File: config.mk
export PLATFORM = sky130hd
export DESIGN_NAME = wrb_arbiter_flat
export DESIGN_NICKNAME = d
export VERILOG_FILES = /design/src/rtl/wrb_arbiter_pkg.sv /design/src/rtl/wrb_arbiter_if.sv /design/src/rtl/wrb_arbiter_fifo.sv /design/src/rtl/wrb_arbiter.sv /design/src/flat_wrapper.sv
export SDC_FILE = /design/constraint.sdc
export NUM_CORES = 1
export LEC_CHECK = 0
export ABC_AREA = 1
export CAP_MARGIN = 20
export CORE_MARGIN = 10
export CORE_UTILIZATION = 40
export DETAILED_ROUTE_END_ITERATION = 16
export PLACE_DENSITY_LB_ADDON = 0.1
export SETUP_SLACK_MARGIN = 0.3
export SLEW_MARGIN = 20
export SYNTH_ARGS = -nofsm -noshare
export SYNTH_HDL_FRONTEND = slang
export SYNTH_SLANG_ARGS = --single-unit
File: constraint.sdc
create_clock -name clk -period 6.9 [get_ports clk]
set_input_delay 2.07 -clock clk [delete_from_list [all_inputs] [get_ports clk]]
set_output_delay 2.07 -clock clk [all_outputs]
set_load 0.05 [all_outputs]
File: src/rtl/wrb_arbiter_pkg.sv
// Shared types and constants for the writeback arbiter.
// The source count and data widths are fixed here because the payload structs depend on them.
package wrb_arbiter_pkg;

    localparam int XLEN         = 32;
    localparam int NUM_SRC      = 4;
    localparam int ADDR_W       = 5;
    localparam int SRC_W        = $clog2(NUM_SRC);
    localparam int WRB_SRC_PIPE = 0;

    typedef struct packed {
        logic [ADDR_W-1:0] rd_addr;
        logic [XLEN-1:0]   rd_data;
    } type_wrb_req_s;

    typedef struct packed {
        logic              wr_req;
        logic [ADDR_W-1:0] rd_addr;
        logic [XLEN-1:0]   rd_data;
        logic [SRC_W-1:0]  src;
    } type_wrb2arb_s;

    // Round-robin successor over the buffered sources 1..NUM_SRC-1 (0 is never produced).
    function automatic logic [SRC_W-1:0] rr_next(input logic [SRC_W-1:0] gnt);
        if (gnt == SRC_W'(NUM_SRC - 1)) begin
            return SRC_W'(1);
        end
        return gnt + SRC_W'(1);
    endfunction

endpackage

File: src/rtl/wrb_arbiter_if.sv
// Result-source and register-file-write bundle of the writeback arbiter.
// slave = arbiter side, master = producer/regfile side.
interface wrb_arbiter_if;
    import wrb_arbiter_pkg::*;

    logic [NUM_SRC-1:0]             src_valid_i;
    logic [NUM_SRC-1:0]             src_ready_o;
    logic [NUM_SRC-1:0][ADDR_W-1:0] src_rd_addr_i;
    logic [NUM_SRC-1:0][XLEN-1:0]   src_rd_data_i;
    logic                           flush_i;
    logic                           hold_o;
    logic                           wrb_rd_wr_req_o;
    logic [ADDR_W-1:0]              wrb_rd_addr_o;
    logic [XLEN-1:0]                wrb_rd_data_o;
    logic [SRC_W-1:0]               wrb_src_o;

    modport slave (
        input  src_valid_i, src_rd_addr_i, src_rd_data_i, flush_i,
        output src_ready_o, hold_o, wrb_rd_wr_req_o, wrb_rd_addr_o, wrb_rd_data_o, wrb_src_o
    );

    modport master (
        output src_valid_i, src_rd_addr_i, src_rd_data_i, flush_i,
        input  src_ready_o, hold_o, wrb_rd_wr_req_o, wrb_rd_addr_o, wrb_rd_data_o, wrb_src_o
    );

endinterface

File: src/rtl/wrb_arbiter_fifo.sv
// Per-source result FIFO; head is registered storage, so a push is visible the cycle after.
// Push is ignored when full or flushing; flush empties the FIFO at the next edge.
module wrb_arbiter_fifo
    import wrb_arbiter_pkg::*;
#(
    parameter int DEPTH = 2
) (
    input  logic          clk,
    input  logic          rst,
    input  logic          i_push,
    input  type_wrb_req_s i_dat,
    input  logic          i_pop,
    input  logic          i_flush,
    output type_wrb_req_s o_dat,
    output logic          o_full,
    output logic          o_empty
);

    localparam int PTR_W = (DEPTH > 1) ? $clog2(DEPTH) : 1;
    localparam int CNT_W = $clog2(DEPTH + 1);

    type_wrb_req_s    r_mem [DEPTH];
    logic [PTR_W-1:0] r_wptr;
    logic [PTR_W-1:0] r_rptr;
    logic [CNT_W-1:0] r_cnt;
    logic             w_push;
    logic             w_pop;

    function automatic logic [PTR_W-1:0] ptr_inc(input logic [PTR_W-1:0] p);
        return (p == PTR_W'(DEPTH - 1)) ? '0 : p + PTR_W'(1);
    endfunction

    assign w_push  = i_push && !o_full && !i_flush;
    assign w_pop   = i_pop && !o_empty;
    assign o_full  = (r_cnt == CNT_W'(DEPTH));
    assign o_empty = (r_cnt == '0);
    assign o_dat   = r_mem[r_rptr];

    always_ff @(posedge clk or posedge rst) begin
        if (rst) begin
            r_wptr <= '0;
            r_rptr <= '0;
            r_cnt  <= '0;
        end else if (i_flush) begin
            r_wptr <= '0;
            r_rptr <= '0;
            r_cnt  <= '0;
        end else begin
            if (w_push) begin
                r_wptr <= ptr_inc(r_wptr);
            end
            if (w_pop) begin
                r_rptr <= ptr_inc(r_rptr);
            end
            r_cnt <= r_cnt + CNT_W'(w_push) - CNT_W'(w_pop);
        end
    end

    always_ff @(posedge clk) begin
        if (w_push) begin
            r_mem[r_wptr] <= i_dat;
        end
    end

endmodule

File: src/rtl/wrb_arbiter.sv
// Writeback arbiter: source 0 (in-order pipe) always wins, buffered sources share leftover slots
// round-robin; one-cycle registered output; hold_o throttles the pipe when a full FIFO starves.
module wrb_arbiter
    import wrb_arbiter_pkg::*;
#(
    parameter int DEPTH      = 2,
    parameter int STARVE_LIM = 8
) (
    input  logic               clk,
    input  logic               rst,
    wrb_arbiter_if.slave       wrb_bus
);

    localparam int STV_W = (STARVE_LIM > 1) ? $clog2(STARVE_LIM) : 1;

    type_wrb_req_s      w_head [NUM_SRC];
    type_wrb_req_s      w_sel;
    logic [NUM_SRC-1:0] w_full;
    logic [NUM_SRC-1:0] w_empty;
    logic               w_gnt_vld;
    logic [SRC_W-1:0]   w_gnt_idx;
    logic [SRC_W-1:0]   w_cand;
    int                 w_sum;
    logic               w_fifo_gnt;
    logic               w_starve_inc;

    logic [SRC_W-1:0]   r_rr;
    logic [STV_W-1:0]   r_starve;
    logic               r_hold;
    type_wrb2arb_s      r_out;

    // Slot 0 models the pipe as an unbuffered, never-full "FIFO" so the grant mux is uniform.
    assign w_head[WRB_SRC_PIPE]  = {wrb_bus.src_rd_addr_i[WRB_SRC_PIPE], wrb_bus.src_rd_data_i[WRB_SRC_PIPE]};
    assign w_full[WRB_SRC_PIPE]  = 1'b0;
    assign w_empty[WRB_SRC_PIPE] = !wrb_bus.src_valid_i[WRB_SRC_PIPE];

    for (genvar gi = 1; gi < NUM_SRC; gi++) begin : g_fifo
        wrb_arbiter_fifo #(
            .DEPTH (DEPTH)
        ) u_fifo (
            .clk     (clk),
            .rst     (rst),
            .i_push  (wrb_bus.src_valid_i[gi] && !w_full[gi] && !wrb_bus.flush_i),
            .i_dat   ({wrb_bus.src_rd_addr_i[gi], wrb_bus.src_rd_data_i[gi]}),
            .i_pop   (w_gnt_vld && (w_gnt_idx == SRC_W'(gi))),
            .i_flush (wrb_bus.flush_i),
            .o_dat   (w_head[gi]),
            .o_full  (w_full[gi]),
            .o_empty (w_empty[gi])
        );
    end

    assign wrb_bus.src_ready_o = ~w_full;

    always_comb begin
        w_gnt_vld = 1'b0;
        w_gnt_idx = '0;
        w_sum     = 0;
        w_cand    = '0;
        if (wrb_bus.src_valid_i[WRB_SRC_PIPE]) begin
            w_gnt_vld = 1'b1;
            w_gnt_idx = SRC_W'(WRB_SRC_PIPE);
        end else begin
            // Scan rr, rr+1, ... wrapping within 1..NUM_SRC-1.
            for (int k = 0; k < NUM_SRC - 1; k++) begin
                w_sum = int'(r_rr) + k;
                if (w_sum >= NUM_SRC) begin
                    w_sum = w_sum - (NUM_SRC - 1);
                end
                w_cand = SRC_W'(w_sum);
                if (!w_gnt_vld && !w_empty[w_cand]) begin
                    w_gnt_vld = 1'b1;
                    w_gnt_idx = w_cand;
                end
            end
        end
    end

    assign w_sel        = w_head[w_gnt_idx];
    assign w_fifo_gnt   = w_gnt_vld && (w_gnt_idx != SRC_W'(WRB_SRC_PIPE));
    assign w_starve_inc = (|w_full) && wrb_bus.src_valid_i[WRB_SRC_PIPE];

    always_ff @(posedge clk or posedge rst) begin
        if (rst) begin
            r_rr <= SRC_W'(1);
        end else if (w_fifo_gnt) begin
            r_rr <= rr_next(w_gnt_idx);
        end
    end

    always_ff @(posedge clk or posedge rst) begin
        if (rst) begin
            r_starve <= '0;
            r_hold   <= 1'b0;
        end else if (wrb_bus.flush_i || w_fifo_gnt) begin
            r_starve <= '0;
            r_hold   <= 1'b0;
        end else if (w_starve_inc) begin
            if (r_starve == STV_W'(STARVE_LIM - 1)) begin
                r_starve <= '0;
                r_hold   <= 1'b1;
            end else begin
                r_starve <= r_starve + STV_W'(1);
                r_hold   <= 1'b0;
            end
        end else begin
            r_hold <= 1'b0;
        end
    end

    // x0 writes are consumed but never reach the register file.
    always_ff @(posedge clk or posedge rst) begin
        if (rst) begin
            r_out <= '0;
        end else begin
            r_out.wr_req <= w_gnt_vld && (w_sel.rd_addr != '0);
            if (w_gnt_vld) begin
                r_out.rd_addr <= w_sel.rd_addr;
                r_out.rd_data <= w_sel.rd_data;
                r_out.src     <= w_gnt_idx;
            end
        end
    end

    assign wrb_bus.hold_o          = r_hold;
    assign wrb_bus.wrb_rd_wr_req_o = r_out.wr_req;
    assign wrb_bus.wrb_rd_addr_o   = r_out.rd_addr;
    assign wrb_bus.wrb_rd_data_o   = r_out.rd_data;
    assign wrb_bus.wrb_src_o       = r_out.src;

endmodule

File: src/flat_wrapper.sv
// flat-port wrapper written by rule: the top's interface ports become plain ports
module wrb_arbiter_flat import wrb_arbiter_pkg::*;
#(
    parameter int DEPTH      = 2,
    parameter int STARVE_LIM = 8
)
  (clk, rst, wrb_bus_src_valid_i, wrb_bus_src_rd_addr_i, wrb_bus_src_rd_data_i, wrb_bus_flush_i, wrb_bus_src_ready_o, wrb_bus_hold_o, wrb_bus_wrb_rd_wr_req_o, wrb_bus_wrb_rd_addr_o, wrb_bus_wrb_rd_data_o, wrb_bus_wrb_src_o);
  wrb_arbiter_if wrb_bus_i ();
  input  logic clk;
  input  logic rst;
  input wire logic [$bits(wrb_bus_i.src_valid_i)-1:0] wrb_bus_src_valid_i;
  input wire logic [$bits(wrb_bus_i.src_rd_addr_i)-1:0] wrb_bus_src_rd_addr_i;
  input wire logic [$bits(wrb_bus_i.src_rd_data_i)-1:0] wrb_bus_src_rd_data_i;
  input wire logic [$bits(wrb_bus_i.flush_i)-1:0] wrb_bus_flush_i;
  output wire logic [$bits(wrb_bus_i.src_ready_o)-1:0] wrb_bus_src_ready_o;
  output wire logic [$bits(wrb_bus_i.hold_o)-1:0] wrb_bus_hold_o;
  output wire logic [$bits(wrb_bus_i.wrb_rd_wr_req_o)-1:0] wrb_bus_wrb_rd_wr_req_o;
  output wire logic [$bits(wrb_bus_i.wrb_rd_addr_o)-1:0] wrb_bus_wrb_rd_addr_o;
  output wire logic [$bits(wrb_bus_i.wrb_rd_data_o)-1:0] wrb_bus_wrb_rd_data_o;
  output wire logic [$bits(wrb_bus_i.wrb_src_o)-1:0] wrb_bus_wrb_src_o;
  assign wrb_bus_i.src_valid_i = wrb_bus_src_valid_i;
  assign wrb_bus_i.src_rd_addr_i = wrb_bus_src_rd_addr_i;
  assign wrb_bus_i.src_rd_data_i = wrb_bus_src_rd_data_i;
  assign wrb_bus_i.flush_i = wrb_bus_flush_i;
  assign wrb_bus_src_ready_o = wrb_bus_i.src_ready_o;
  assign wrb_bus_hold_o = wrb_bus_i.hold_o;
  assign wrb_bus_wrb_rd_wr_req_o = wrb_bus_i.wrb_rd_wr_req_o;
  assign wrb_bus_wrb_rd_addr_o = wrb_bus_i.wrb_rd_addr_o;
  assign wrb_bus_wrb_rd_data_o = wrb_bus_i.wrb_rd_data_o;
  assign wrb_bus_wrb_src_o = wrb_bus_i.wrb_src_o;
  wrb_arbiter #(.DEPTH(DEPTH), .STARVE_LIM(STARVE_LIM)) u_core (.clk(clk), .rst(rst), .wrb_bus(wrb_bus_i));
endmodule
==> impl_summary.log <==
[metrics] Placed Area: 14200 sq um
[metrics] violation count after the first detailed-routing iteration: 450
[metrics] combinational family with the most area after synthesis: multiplexers
[metrics] via density per instance: 4.96
[metrics] endpoint class of the critical path: flip-flop
[metrics] nets@finish: 1265
[metrics] final worst path period need: 4740 ps
[metrics] total power divided by cell area: 465 nW/um^2
[metrics] # DRC: 0
[metrics] width of the die: 192 um
[metrics] fraction of registers with async set or reset after synthesis: 0.207
[metrics] HPWL reported at the end of detailed placement: 21600 um
[metrics] starting utilization of the core area: 0.408
[metrics] clk buf depth: 3
[metrics] H-tree depth: 1
[metrics] worst hold path class: reg2reg
[metrics] parity-gate share of the synthesized area counting xor and xnor cells: 0.00445
[metrics] synthesized flop and latch total: 280
[metrics] PortBufs: 198
[metrics] synthesized-area fraction occupied by adder cells: 0.0148
[metrics] count of cell types in the netlist: 36
[metrics] max capacitance violation total: 0
[metrics] initial antenna violation count: 3
[metrics] total CTS buffers: 31
[metrics] final max-slew violation count: 0
[metrics] maximum operating frequency: 211 MHz
[metrics] Post-Route WL: 32000 um
[metrics] setup repair after global routing missed its margin: no
[metrics] max_slew headroom: 0.273
[metrics] overall die area: 36800 sq um
[metrics] Clock power frac: 0.225
[metrics] VDD IR-drop max: 0.203 mV
[metrics] filler-free cell count of the finished design: 1507
[metrics] synthesized-area fraction occupied by ao, oa, aoi and oai cells: 0.0657
[metrics] fraction of final layout cells sized beyond drive strength 1: 0.135
[metrics] Placeable Area: 28900 sq um
[metrics] first-pass GRT wire length: 47700 um
[metrics] Layout Skew: 10.2 ps
[metrics] arrival time worst endpoint: 5170 ps
[metrics] Finish-stage setup viols: 0
[metrics] number of gates resized after cts: 0
[metrics] number of placed instances with taps included: 1447
[metrics] CP required: 7330 ps
[metrics] Avg Cell Area, Syn: 13.2 sq um
[metrics] number of enable flip-flop cells after synthesis: 222
[metrics] vias in the first global route: 7748
[metrics] synthesized netlist cell count: 893
[metrics] kind of start point of the critical path: primary input
[metrics] Boundary Pins: 200
[metrics] Root Buffer Master: clkbuf_16
[metrics] worst-margin pin slew: 1090 ps
[metrics] GR Overflow Total: 0
[metrics] utilization after layout: 0.525
[metrics] number of placement rows: 62
[metrics] Static Leakage: 5.54 nW
[metrics] peak fanout along the critical path: 54
[metrics] Area growth syn-to-layout: 28.5%
[metrics] switching power summed over all nets: 0.00296 W
[metrics] Internal Dissipation: 0.00410 W
[metrics] Avg WL per Cell: 21.2 um
[metrics] switching part of the total: 0.420
[metrics] post-route fraction of the period consumed by the critical path: 0.688
[metrics] overall routing resource usage: 0.172
[metrics] total number of vias: 7470
[metrics] summed instance area of the synthesized netlist: 11800 sq um
[metrics] clock latency on the worst-skew pair: 560 ps
[metrics] final setup TNS: 0 ps
[metrics] TritonCTS clock tree: built
[metrics] Total Power Consumption: 0.00706 W
[metrics] Synth Area in Simple Gates: 0.0970
[metrics] Comb power frac: 0.448
[metrics] post-synthesis sequential area ratio: 0.687
[metrics] status: finished, final reports clean
[metrics] fraction of power consumed by sequential logic: 0.327
[metrics] TritonCTS sink count: 280
[metrics] weighted congestion at the end of routability-driven global placement: 0.791
[metrics] filler cell count: 2489
[metrics] Most used DFF post-synth: edfxtp_1
[metrics] Syn. warnings: 0
[metrics] number of buffers inserted by hold repair at cts: 0
[metrics] post-route cell area: 15200 sq um
[metrics] number of nets still failing antenna checks after routing: 0
[metrics] pin count of the biggest net entering global routing: 62
[metrics] 1st-pass router iterations: 5
[metrics] post-synthesis mux area share: 0.0990
[metrics] chip height: 192 um
[metrics] Synth Net Count: 1062
[metrics] Hold Fails Final Rpt: 0
[metrics] kind of critical path: in2reg
[metrics] Post-CTS Setup Bufs: 0
[metrics] clock slew at reported path FFs: 60 ps
## registers in the layout, indices dropped and copies added (netlist names)
name                            count
u_core.g_fifo.u_fifo.r_rptr         3
u_core.wrb_bus.hold_o               1
u_core.g_fifo.u_fifo.r_mem        222
u_core.g_fifo.u_fifo.r_wptr         3
u_core.wrb_bus.wrb_rd_wr_req_o      1
u_core.wrb_bus.wrb_rd_addr_o        5
u_core.wrb_bus.wrb_src_o            2
u_core.g_fifo.u_fifo.r_cnt          6
u_core.r_starve                     3
u_core.wrb_bus.wrb_rd_data_o       32
u_core.r_rr                         2
## cells in the mapped netlist (2+ instances only)
library cell / instances / area share
o211ai_2: 10 / 0.011
nand2_1: 208 / 0.066
nand4_1: 2 / 0.0011
dfrtp_1: 57 / 0.12
nor2_1: 25 / 0.0079
buf_6: 9 / 0.0086
buf_2: 13 / 0.0055
inv_2: 7 / 0.0022
inv_1: 25 / 0.0079
o211ai_1: 13 / 0.0083
ha_1: 14 / 0.015
xnor2_1: 3 / 0.0022
o21ai_0: 24 / 0.010
o21ai_2: 3 / 0.0022
edfxtp_1: 222 / 0.56
nand3_1: 34 / 0.014
clkbuf_1: 16 / 0.0051
mux2i_1: 65 / 0.055
mux2_2: 46 / 0.044
o21ai_1: 37 / 0.016
nand3_2: 3 / 0.0025
nand2_4: 2 / 0.0019
xor2_1: 3 / 0.0022
buf_1: 3 / 0.00095
a21oi_1: 38 / 0.016
## layout by cell type, fill, tap and decap left out, types with 5 or more instances in the layout
cell type,netlist,final
edfxtp_1,222,222
nand2_1,208,207
clkdlybuf4s50_1,0,198
mux2i_1,65,65
dfrtp_1,57,54
mux2_2,46,46
a21oi_1,38,38
o21ai_1,37,37
nand3_1,34,34
clkbuf_16,0,31
inv_1,25,24
o21ai_0,24,24
nor2_1,25,19
ha_1,14,14
buf_4,1,14
o211ai_1,13,13
clkinv_2,0,12
o211ai_2,10,10
inv_2,7,7
nor2_4,0,6
clkbuf_1,16,6
clkinv_1,1,5
## cell type report
cell class / instances / area, sq um / area share
multi-input combinational: 538 / 3380 / 0.222
antenna: 2 / 5.00 / 0.000330
timing repair buffer: 212 / 2090 / 0.137
clock inverter: 21 / 184 / 0.0121
clock buffer: 37 / 798 / 0.0526
inverter: 33 / 125 / 0.00824
tap: 384 / 480 / 0.0317
sequential: 280 / 8120 / 0.535
## per-layer routing
layer / wire length [um] / vias to the layer above / GRT usage / part of all wire
met5: 24 / - / 0 / 0.00075
met4: 523 / 4 / 0.0358 / 0.016
met3: 1910 / 39 / 0.0433 / 0.060
met2: 15100 / 178 / 0.282 / 0.47
met1: 14500 / 3644 / 0.225 / 0.45
li1: - / 3605 / - / -
## per-stage QoR
step | hold slack, ps | setup WS, ps
after floorplan | 483 | 2510
after global placement | 464 | 1640
after detailed placement | 466 | 1570
after CTS | 483 | 2160
after global routing | 513 | 1830
final | 484 | 2160
## final timing paths
kind / from / endpoint / slack (ps) / cells past startpoint
max reg2reg: u_core.r_rr[0] / u_core.g_fifo[2].u_fifo.r_cnt[1] / 3160 / 19
min in group asynchronous: rst / u_core.wrb_bus.wrb_rd_data_o[0] / 2100 / 3
min: u_core.wrb_bus.wrb_rd_addr_o[4] / u_core.wrb_bus.wrb_rd_addr_o[4] / 480 / 2
max in group asynchronous: rst / u_core.g_fifo[2].u_fifo.r_rptr / 4190 / 3
min reg2reg: u_core.wrb_bus.wrb_rd_addr_o[4] / u_core.wrb_bus.wrb_rd_addr_o[4] / 480 / 2
max: wrb_bus_src_valid_i[0] / u_core.g_fifo[2].u_fifo.r_cnt[1] / 2160 / 18
## critical path: stages
cell and delay [ps]:
clkdlybuf4s50_1 590, nand2_1 80, nand2_1 60, nor2_1 60, a21oi_4 150, nand4_1 100, nand2_1 90, inv_2 90
nand2_4 220, buf_4 550, ha_1 250, nand3_1 70, inv_1 120, ha_1 230, inv_1 60, ha_1 150
xor2_1 140, nor2_1 50
## power groups by stage
stage,Combinational [W],Sequential [W],Clock [W]
6_report,0.00317,0.00231,0.00159
5_1_grt,0.00353,0.00234,0.00170
4_1_cts,0.00323,0.00231,0.00163
3_5_place_dp,0.00322,0.00234,0
3_3_place_gp,0.00317,0.00234,0
2_1_floorplan,0.00195,0.00269,0
## cell families after synthesis
group           after synthesis
compound gates              128
flops                       280
simple gates                278
buf+inv                      75
xor+xnor                      6
mux                         111
other cells                   1
fa+ha+maj                    14
Note: power is estimated with default switching activity, not from simulation.
